==> config.mk <==
export PLATFORM = sky130hd
export DESIGN_NAME = float_op_dispatcher_flat
export DESIGN_NICKNAME = d
export VERILOG_FILES = /design/src/rtl/float_op_dispatcher_if.sv /design/src/rtl/float_op_dispatcher.sv /design/src/flat_wrapper.sv
export SDC_FILE = /design/constraint.sdc
export NUM_CORES = 1
export LEC_CHECK = 0
export CORE_MARGIN = 5
export CORE_UTILIZATION = 55
export CTS_CLUSTER_DIAMETER = 150
export DETAILED_ROUTE_END_ITERATION = 8
export PLACE_DENSITY = 0.79
export SETUP_SLACK_MARGIN = 0.02
export SLEW_MARGIN = 20
export SYNTH_ARGS = -nofsm -noshare
export SYNTH_HDL_FRONTEND = slang
export SYNTH_SLANG_ARGS = --single-unit
==> constraint.sdc <==
create_clock -name clk -period 3.75 [get_ports clk]
set_input_delay 0.5625 -clock clk [delete_from_list [all_inputs] [get_ports clk]]
set_output_delay 0.5625 -clock clk [all_outputs]
set_load 0.02 [all_outputs]
==> src/rtl/float_op_dispatcher_if.sv <==
// float_op_dispatcher_if
// Groups the producer handshake and the adder launch/completion signals of
// the float_op_dispatcher into a single bundle.
//   in_valid/in_ready/in_op/in_A/in_B : producer side, one operation per handshake
//   out_start/out_op/out_A/out_B      : launch pulse and operands to the adder
//   adder_done                        : completion pulse from the adder
// Modports:
//   master : producer/adder environment (drives requests and adder_done)
//   slave  : the dispatcher itself
interface float_op_dispatcher_if;
  logic        in_valid;
  logic        in_ready;
  logic        in_op;
  logic [31:0] in_A;
  logic [31:0] in_B;
  logic        out_start;
  logic        out_op;
  logic [31:0] out_A;
  logic [31:0] out_B;
  logic        adder_done;

  modport master (
    output in_valid, in_op, in_A, in_B, adder_done,
    input  in_ready, out_start, out_op, out_A, out_B
  );

  modport slave (
    input  in_valid, in_op, in_A, in_B, adder_done,
    output in_ready, out_start, out_op, out_A, out_B
  );
endinterface

==> src/rtl/float_op_dispatcher.sv <==
// float_op_dispatcher
// Buffers add/subtract requests in a DEPTH-entry FIFO and launches them one at
// a time into a floating-point adder, waiting for the adder's completion pulse
// before launching the next one.
// Ports:
//   clk        : sole clock, rising edge
//   reset      : synchronous, active-low
//   bus        : float_op_dispatcher_if.slave (producer handshake + adder link)
//   busy       : an operation is being launched or is in flight
//   count      : FIFO occupancy
//   done_count : completed operations, wraps 255 -> 0
//   timeout    : sticky watchdog flag
// Parameters:
//   DEPTH          : FIFO depth, power of two, 2..16
//   TIMEOUT_CYCLES : watchdog limit in WAIT cycles
// Optional feature: define FLOAT_DISPATCH_TIMEOUT_EN to build the watchdog.
// Without it, timeout is tied to 0 and WAIT lasts until adder_done.
module float_op_dispatcher #(
  parameter int DEPTH          = 4,
  parameter int TIMEOUT_CYCLES = 64
) (
  input  logic                     clk,
  input  logic                     reset,
  float_op_dispatcher_if.slave     bus,
  output logic                     busy,
  output logic [$clog2(DEPTH):0]   count,
  output logic [7:0]               done_count,
  output logic                     timeout
);

  localparam int PTR_W = $clog2(DEPTH);
  localparam int CNT_W = PTR_W + 1;

  typedef enum logic [1:0] {IDLE, ISSUE, WAIT} state_t;

  state_t state;
  state_t state_next;

  logic              op_mem [DEPTH];
  logic [31:0]       a_mem  [DEPTH];
  logic [31:0]       b_mem  [DEPTH];
  logic [PTR_W-1:0]  wr_ptr;
  logic [PTR_W-1:0]  rd_ptr;

  logic        push;
  logic        pop;
  logic        load;
  logic        done_accept;
  logic        timeout_hit;
  logic        out_op_r;
  logic [31:0] out_a_r;
  logic [31:0] out_b_r;

  assign bus.in_ready  = (count < CNT_W'(DEPTH));
  assign push          = bus.in_valid && bus.in_ready;
  assign bus.out_start = (state == ISSUE);
  assign busy          = (state != IDLE);
  assign bus.out_op    = out_op_r;
  assign bus.out_A     = out_a_r;
  assign bus.out_B     = out_b_r;

  // The head is copied to the outputs on the IDLE->ISSUE edge so the operands
  // are already valid while out_start is high; the entry itself is retired
  // at the end of the ISSUE cycle.
  assign load = (state == IDLE) && (count != '0);

  always_comb begin
    state_next  = state;
    pop         = 1'b0;
    done_accept = 1'b0;
    case (state)
      IDLE: begin
        if (count != '0) state_next = ISSUE;
      end
      ISSUE: begin
        pop        = 1'b1;
        state_next = WAIT;
      end
      WAIT: begin
        // A completion in the same cycle as the watchdog limit still counts.
        if (bus.adder_done) begin
          done_accept = 1'b1;
          state_next  = IDLE;
        end else if (timeout_hit) begin
          state_next = IDLE;
        end
      end
      default: state_next = IDLE;
    endcase
  end

  // Storage has no reset: occupancy and pointers define which entries are live.
  always_ff @(posedge clk) begin
    if (push) begin
      op_mem[wr_ptr] <= bus.in_op;
      a_mem[wr_ptr]  <= bus.in_A;
      b_mem[wr_ptr]  <= bus.in_B;
    end
  end

  always_ff @(posedge clk) begin
    if (!reset) begin
      state      <= IDLE;
      wr_ptr     <= '0;
      rd_ptr     <= '0;
      count      <= '0;
      done_count <= '0;
      out_op_r   <= 1'b0;
      out_a_r    <= '0;
      out_b_r    <= '0;
    end else begin
      state <= state_next;
      // Pointers are exactly PTR_W bits wide, so they wrap modulo DEPTH.
      if (push) wr_ptr <= wr_ptr + PTR_W'(1);
      if (pop)  rd_ptr <= rd_ptr + PTR_W'(1);
      case ({push, pop})
        2'b10:   count <= count + CNT_W'(1);
        2'b01:   count <= count - CNT_W'(1);
        default: count <= count;
      endcase
      if (load) begin
        out_op_r <= op_mem[rd_ptr];
        out_a_r  <= a_mem[rd_ptr];
        out_b_r  <= b_mem[rd_ptr];
      end
      if (done_accept) done_count <= done_count + 8'd1;
    end
  end

`ifdef FLOAT_DISPATCH_TIMEOUT_EN
  localparam int WD_W = $clog2(TIMEOUT_CYCLES + 1);

  logic [WD_W-1:0] wd_count;
  logic            timeout_r;

  // wd_count holds the number of WAIT cycles already spent without a
  // completion, so the limit is reached on the TIMEOUT_CYCLES-th one.
  assign timeout_hit = (state == WAIT) && (wd_count == WD_W'(TIMEOUT_CYCLES - 1));
  assign timeout     = timeout_r;

  always_ff @(posedge clk) begin
    if (!reset) begin
      wd_count  <= '0;
      timeout_r <= 1'b0;
    end else if (state == ISSUE) begin
      wd_count <= '0;
    end else if ((state == WAIT) && !bus.adder_done) begin
      if (timeout_hit) timeout_r <= 1'b1;
      else             wd_count  <= wd_count + WD_W'(1);
    end
  end
`else
  assign timeout_hit = 1'b0;
  assign timeout     = 1'b0;
`endif

endmodule

==> src/flat_wrapper.sv <==
// flat-port wrapper written by rule: the top's interface ports become plain ports
module float_op_dispatcher_flat 
#(
  parameter int DEPTH          = 4,
  parameter int TIMEOUT_CYCLES = 64
)
  (clk, reset, busy, count, done_count, timeout, bus_in_valid, bus_in_op, bus_in_A, bus_in_B, bus_adder_done, bus_in_ready, bus_out_start, bus_out_op, bus_out_A, bus_out_B);
  float_op_dispatcher_if bus_i ();
  input  logic clk;
  input  logic reset;
  output logic busy;
  output logic [$clog2(DEPTH):0] count;
  output logic [7:0] done_count;
  output logic timeout;
  input wire logic [$bits(bus_i.in_valid)-1:0] bus_in_valid;
  input wire logic [$bits(bus_i.in_op)-1:0] bus_in_op;
  input wire logic [$bits(bus_i.in_A)-1:0] bus_in_A;
  input wire logic [$bits(bus_i.in_B)-1:0] bus_in_B;
  input wire logic [$bits(bus_i.adder_done)-1:0] bus_adder_done;
  output wire logic [$bits(bus_i.in_ready)-1:0] bus_in_ready;
  output wire logic [$bits(bus_i.out_start)-1:0] bus_out_start;
  output wire logic [$bits(bus_i.out_op)-1:0] bus_out_op;
  output wire logic [$bits(bus_i.out_A)-1:0] bus_out_A;
  output wire logic [$bits(bus_i.out_B)-1:0] bus_out_B;
  assign bus_i.in_valid = bus_in_valid;
  assign bus_i.in_op = bus_in_op;
  assign bus_i.in_A = bus_in_A;
  assign bus_i.in_B = bus_in_B;
  assign bus_i.adder_done = bus_adder_done;
  assign bus_in_ready = bus_i.in_ready;
  assign bus_out_start = bus_i.out_start;
  assign bus_out_op = bus_i.out_op;
  assign bus_out_A = bus_i.out_A;
  assign bus_out_B = bus_i.out_B;
  float_op_dispatcher #(.DEPTH(DEPTH), .TIMEOUT_CYCLES(TIMEOUT_CYCLES)) u_core (.clk(clk), .reset(reset), .bus(bus_i), .busy(busy), .count(count), .done_count(done_count), .timeout(timeout));
endmodule
After elaboration in Yosys (flattened, before gate mapping)
Memory sizes are Yosys's and may differ from the RTL's. A register that Yosys moved wholly into a read port is not among the register bits.
Cells that the tools add are included.
Operators by class
  $add $sub $neg: 5
  magnitude comparators: 1
  eq/ne operators: 6
  mux-type cells: 9
  reduce and logical (&&, ||, !) cells: 10
Operators with widths (count)
  8-bit by 1-bit adder with 8-bit output (second input constant): 1
  2-bit case mux with 3 select lines: 1
  3-bit case mux with 2 select lines: 1
  1-bit 2-to-1 mux: 5
  2-bit by 1-bit adder with 2-bit output (second input constant): 2
  2-bit by 1-bit == test with 1-bit output (second input constant): 2
  2-bit == test (second input constant): 2
  2-bit 2-to-1 mux: 2
  2-bit != test (second input constant): 2
  2-bit nonzero test: 2
  3-bit by 1-bit adder with 3-bit output (second input constant): 1
  1-bit zero test: 3
  3-bit less-than comparator (second input constant): 1
  3-bit nonzero test: 1
  3-bit by 1-bit subtractor with 3-bit output (second input constant): 1
  1-bit logical AND: 2
  2-bit zero test: 1
  2-bit AND reduction: 1
Storage, ports and cells
  register bits: 17
  bits in writable memories: 260
  input bits: 69
  logic and storage cells: 39
  memories: 3
Memories
  u_core.a_mem: words 4, bits a word 32, read ports 1, clocked after memory_dff 1, write ports 1, line float_op_dispatcher.sv:40  | logic [31:0] a_mem [DEPTH];
  u_core.b_mem: words 4, bits a word 32, read ports 1, clocked after memory_dff 1, write ports 1, line float_op_dispatcher.sv:41  | logic [31:0] b_mem [DEPTH];
  u_core.op_mem: words 4, bits a word 1, read ports 1, clocked after memory_dff 1, write ports 1, line float_op_dispatcher.sv:39  | logic op_mem [DEPTH];

Logic depth before layout (Yosys ltp)
  depth after elaboration: 4
  gate-level depth with buffers: 9
  gate-level depth less buffers: 8

Least setup slack after synthesis
Ideal clock, no wire load.
  path type: in2reg
  start: input port bus_in_valid
  end: memory u_core.a_mem[1][0] (enable)
  setup time: 0.430 ns
  arrival: 2.468 ns
  data required time: 3.320 ns
  slack: 0.852 ns
  stages: 3
  buffers on the path: 1
  cells stage by stage: nor2b_1 clkbuf_1 and2_1
Between the ends
  cells in the longest elaborated chain, start to end: 3
RTL lines
  start: declaration: line flat_wrapper.sv:15  | input wire logic [$bits(bus_i.in_valid)-1:0] bus_in_valid;
  1-bit logical AND: line float_op_dispatcher.sv:55  | assign push = bus.in_valid && bus.in_ready;
  1-bit 2-to-1 mux: line float_op_dispatcher.sv:94  | if (push) begin
  1-bit 2-to-1 mux (not written as such): line float_op_dispatcher.sv:96  | a_mem[wr_ptr] <= bus.in_A;
  end: declaration: line float_op_dispatcher.sv:40
No other way between the ends.

Worst setup path after layout
  start: register u_core.state[0]
  end: output port bus_out_start
Between the ends
  cells in the longest elaborated chain, start to end: 1
RTL lines
  start: declaration: line float_op_dispatcher.sv:36  | state_t state;
  start signal: assignment: line float_op_dispatcher.sv:112  | state <= state_next;
  2-bit by 1-bit == test with 1-bit output: line float_op_dispatcher.sv:56  | assign bus.out_start = (state == ISSUE);
  end: declaration: line flat_wrapper.sv:21  | output wire logic [$bits(bus_i.out_start)-1:0] bus_out_start;
No other way between the ends.

==> results.sh <==
export IMPL_rsz0062_at_grt="false"
export IMPL_stdcell_area_mm2=0.01511
export IMPL_antenna_cells=0
export IMPL_insertion_delay_ns=0.50
export IMPL_max_vdd_ir_drop_mv=0.9536
export IMPL_ios=149
export IMPL_cp_slowest_cell="clkdlybuf4s50_1"
export IMPL_timing_hold_worst_class="flip-flop to flip-flop"
export IMPL_antenna_found_initial=0
export IMPL_worstMarginPinSlew_ns=0.9732
export IMPL_regToRegSetupSlack_ns=1.56
export IMPL_total_leakage_power_nw=4.988
export IMPL_numCtsBuffers=34
export IMPL_die_area_mm2=0.02535
export IMPL_worstPathMaxFanout=6
export IMPL_cap_violations=0
export IMPL_initial_core_util=0.5594
export IMPL_synth_async_reset_ratio=0
export IMPL_drv_slew=0
export IMPL_critPathKind="flip-flop to output pin"
export IMPL_synth_seq_cells=342
export IMPL_grt_pass1_vias=6357
export IMPL_power_density_mw_per_mm2=790.8
export IMPL_overflow=0
export IMPL_h_tree_depth=2
export IMPL_slew_headroom=0.3512
export IMPL_crit_path_max_incr_delay_ns=0.70
export IMPL_start_kind="flip-flop"
export IMPL_cp_data_required_time_ns=3.19
export IMPL_synth_enable_flop_cells=260
export IMPL_whs_ns=0.4790
export IMPL_syn_nets=656
export IMPL_multi_input_area_mm2=0.002519
export IMPL_synth_top_flop_cell="edfxtp_1"
export IMPL_postPlaceCellArea_mm2=0.01394
export IMPL_num_rows=54
export IMPL_dr_pass1_iters=4
export IMPL_status="finished, final reports clean"
export IMPL_yosysWarnings=0
export IMPL_clock_sinks=342
export IMPL_fin_crit_ns=2.529
export IMPL_cts_setup_buffers=0
export IMPL_drive_above_1_share=0.1730
export IMPL_die_height_um=159.2
export IMPL_reg2reg_depth=7
export IMPL_cts_hold_buffers=0
export IMPL_die_x_um=159.2
export IMPL_syn_cell_area_mm2=0.01225
export IMPL_port_buffers=147
export IMPL_path_buf_inv=1
export IMPL_synthTopCellsByArea="edfxtp_1, dfxtp_1, mux4_2, a22o_1, buf_12"
export IMPL_cts_path_max_buffers=3
export IMPL_cp_num_cells=2
export IMPL_antenna_left=0
export IMPL_crit_chain="nor2b_1 > clkdlybuf4s50_1"
export IMPL_placeableCoreArea_mm2=0.02189
export IMPL_crit_start="u_core.state[0]"
export IMPL_tritoncts="yes"
export IMPL_ys_seq_area_frac=0.7716
export IMPL_fillCellCount=1354
export IMPL_reg2reg_from="u_core.state[0]"
export IMPL_cts_root_buf="clkbuf_16"
export IMPL_layout_nets=813
export IMPL_grt_use_total=0.1836
export IMPL_seq_area_mm2=0.009457
export IMPL_crit_arrival_ns=1.97
export IMPL_hold_violations=0
export IMPL_synth_cell_type_count=37
export IMPL_routedWlPerCell_um=22.39
export IMPL_final_setup_viol_count=0
export IMPL_synth_top_cell_area_share=0.6375
export IMPL_yosys_area_top_type="edfxtp_1"
export IMPL_grt_max_degree=67
export IMPL_crit_path_end="bus_out_start"
export IMPL_layout_commonest_cell="edfxtp_1"
export IMPL_rr_endpoint="u_core.count[2]"
export IMPL_vias=6022
export IMPL_drc=0
export IMPL_grt_pass1_wl_mm=36.86
export IMPL_hpwl_mm=13.85
export IMPL_gp_congestion=0.7580
export IMPL_critical_path_top_delay_family="buffers and inverters"
export IMPL_synthCells=580
export IMPL_viasPerCell=5.774
export IMPL_clock_fmax_mhz=395.4
export IMPL_postSynthAreaPerCell_um2=21.12
export IMPL_wirelength_mm=23.35
export IMPL_finalSetupTns_ns=0
export IMPL_final_cell_mix="edfxtp_1, clkdlybuf4s50_1, dfxtp_1, mux4_2, a22o_1"
export IMPL_hold_path_depth=1
export IMPL_cts_repair_resized=0
export IMPL_clock_skew_ns=0.009670
export IMPL_drt_iter0_markers=447
export IMPL_clkTransAtPathRegs_ns=0.06
export IMPL_area_growth_pct=23.38
export IMPL_fin_crit_sh=0.6745
export IMPL_critical_path_endpoint_type="output pin"
-- worst min path at each step --
| stage | from | to | slack [ns] |
|---|---|---|---|
| floorplan | u_core.wr_ptr[1] | u_core.wr_ptr[1] | 0.51 |
| global placement | u_core.bus.out_A[6] | u_core.bus.out_A[6] | 0.46 |
| detailed placement | u_core.bus.out_A[23] | u_core.bus.out_A[23] | 0.47 |
| CTS | u_core.bus.out_B[23] | u_core.bus.out_B[23] | 0.48 |
| global route | u_core.bus.out_B[26] | u_core.bus.out_B[26] | 0.50 |
| finish | u_core.bus.out_B[26] | u_core.bus.out_B[26] | 0.48 |
-- cell families (layout without fill, tap and decap cells) --
family	count (synthesis)	in the layout	share of synthesized area
mux	67	67	0.1212
simple gates	36	36	0.01706
compound gates	79	79	0.05292
other cells	1	1	0.0003062
fa+ha+maj	7	7	0.007765
flops	342	342	0.7716
buf+inv	41	224	0.02421
xor+xnor	7	7	0.005006
-- routing by layer --
metal  share of wire  track usage
met5               0            0
met2            0.50       0.2982
met4           0.013      0.04343
met1            0.41       0.2533
met3           0.070      0.04867
-- through the flow --
step / util / power, mW / setup slack, ns / std cells
floorplan: - / 7.384 / 0.8520 / 580
global placement: 0.6367 / 8.490 / 1.099 / 981
detailed placement: 0.6367 / 8.591 / 0.9497 / 981
CTS: 0.6902 / 12.10 / 1.177 / 1043
global route: 0.6902 / 12.50 / 1.117 / 1043
finish: 0.6902 / 11.95 / 1.221 / 1043
-- registers in the layout, indices dropped and copies added (netlist names) --
signal and count:
u_core.rd_ptr 2, u_core.wr_ptr 2, u_core.bus.out_A 32, u_core.bus.out_op 1, u_core.bus.out_B 32, u_core.b_mem 128
u_core.op_mem 4, u_core.a_mem 128, u_core.state 2, u_core.count 3, u_core.done_count 8
-- cells in the mapped netlist (2+ instances only) --
| cell | n |
|---|---|
| or4_1 | 2 |
| inv_1 | 8 |
| xor2_1 | 5 |
| mux2i_1 | 2 |
| or3_1 | 4 |
| ha_1 | 6 |
| nor2_1 | 13 |
| buf_4 | 7 |
| edfxtp_1 | 260 |
| mux4_2 | 65 |
| nand4_1 | 2 |
| nand2_1 | 2 |
| buf_2 | 5 |
| buf_1 | 3 |
| and2_1 | 4 |
| buf_6 | 6 |
| a22o_1 | 65 |
| o31ai_1 | 2 |
| nor2b_1 | 2 |
| buf_12 | 4 |
| a21oi_1 | 7 |
| dfxtp_1 | 82 |
| clkbuf_1 | 7 |
| o21ai_1 | 3 |
| xnor2_1 | 2 |
-- worst register-to-register path: stages (launching register included) --
cell	delay, ns
dfxtp_1	0.40
nor2b_1	0.37
ha_1	0.27
inv_1	0.06
fa_1	0.38
xor2_1	0.17
or3_1	0.32
a21oi_1	0.15
-- layout make-up --
| class | count | area share |
|---|---|---|
| flip-flops and latches | 342 | 0.6259 |
| multi-input cells | 197 | 0.1667 |
| repair buffers | 153 | 0.1045 |
| clock buffers | 47 | 0.06575 |
| well taps | 280 | 0.02319 |
| clock inverters | 15 | 0.01176 |
| inverters | 9 | 0.002236 |
-- power by group --
group	total [mW]	leakage (nW)	internal, mW	switching, mW
Clock	3.47	0.575	2.13	1.33
Combinational	3.17	1.36	1.64	1.53
Sequential	5.31	3.06	4.84	0.470
Total	11.9	4.99	8.61	3.34
No activity file was read; power rests on OpenSTA's default activity.
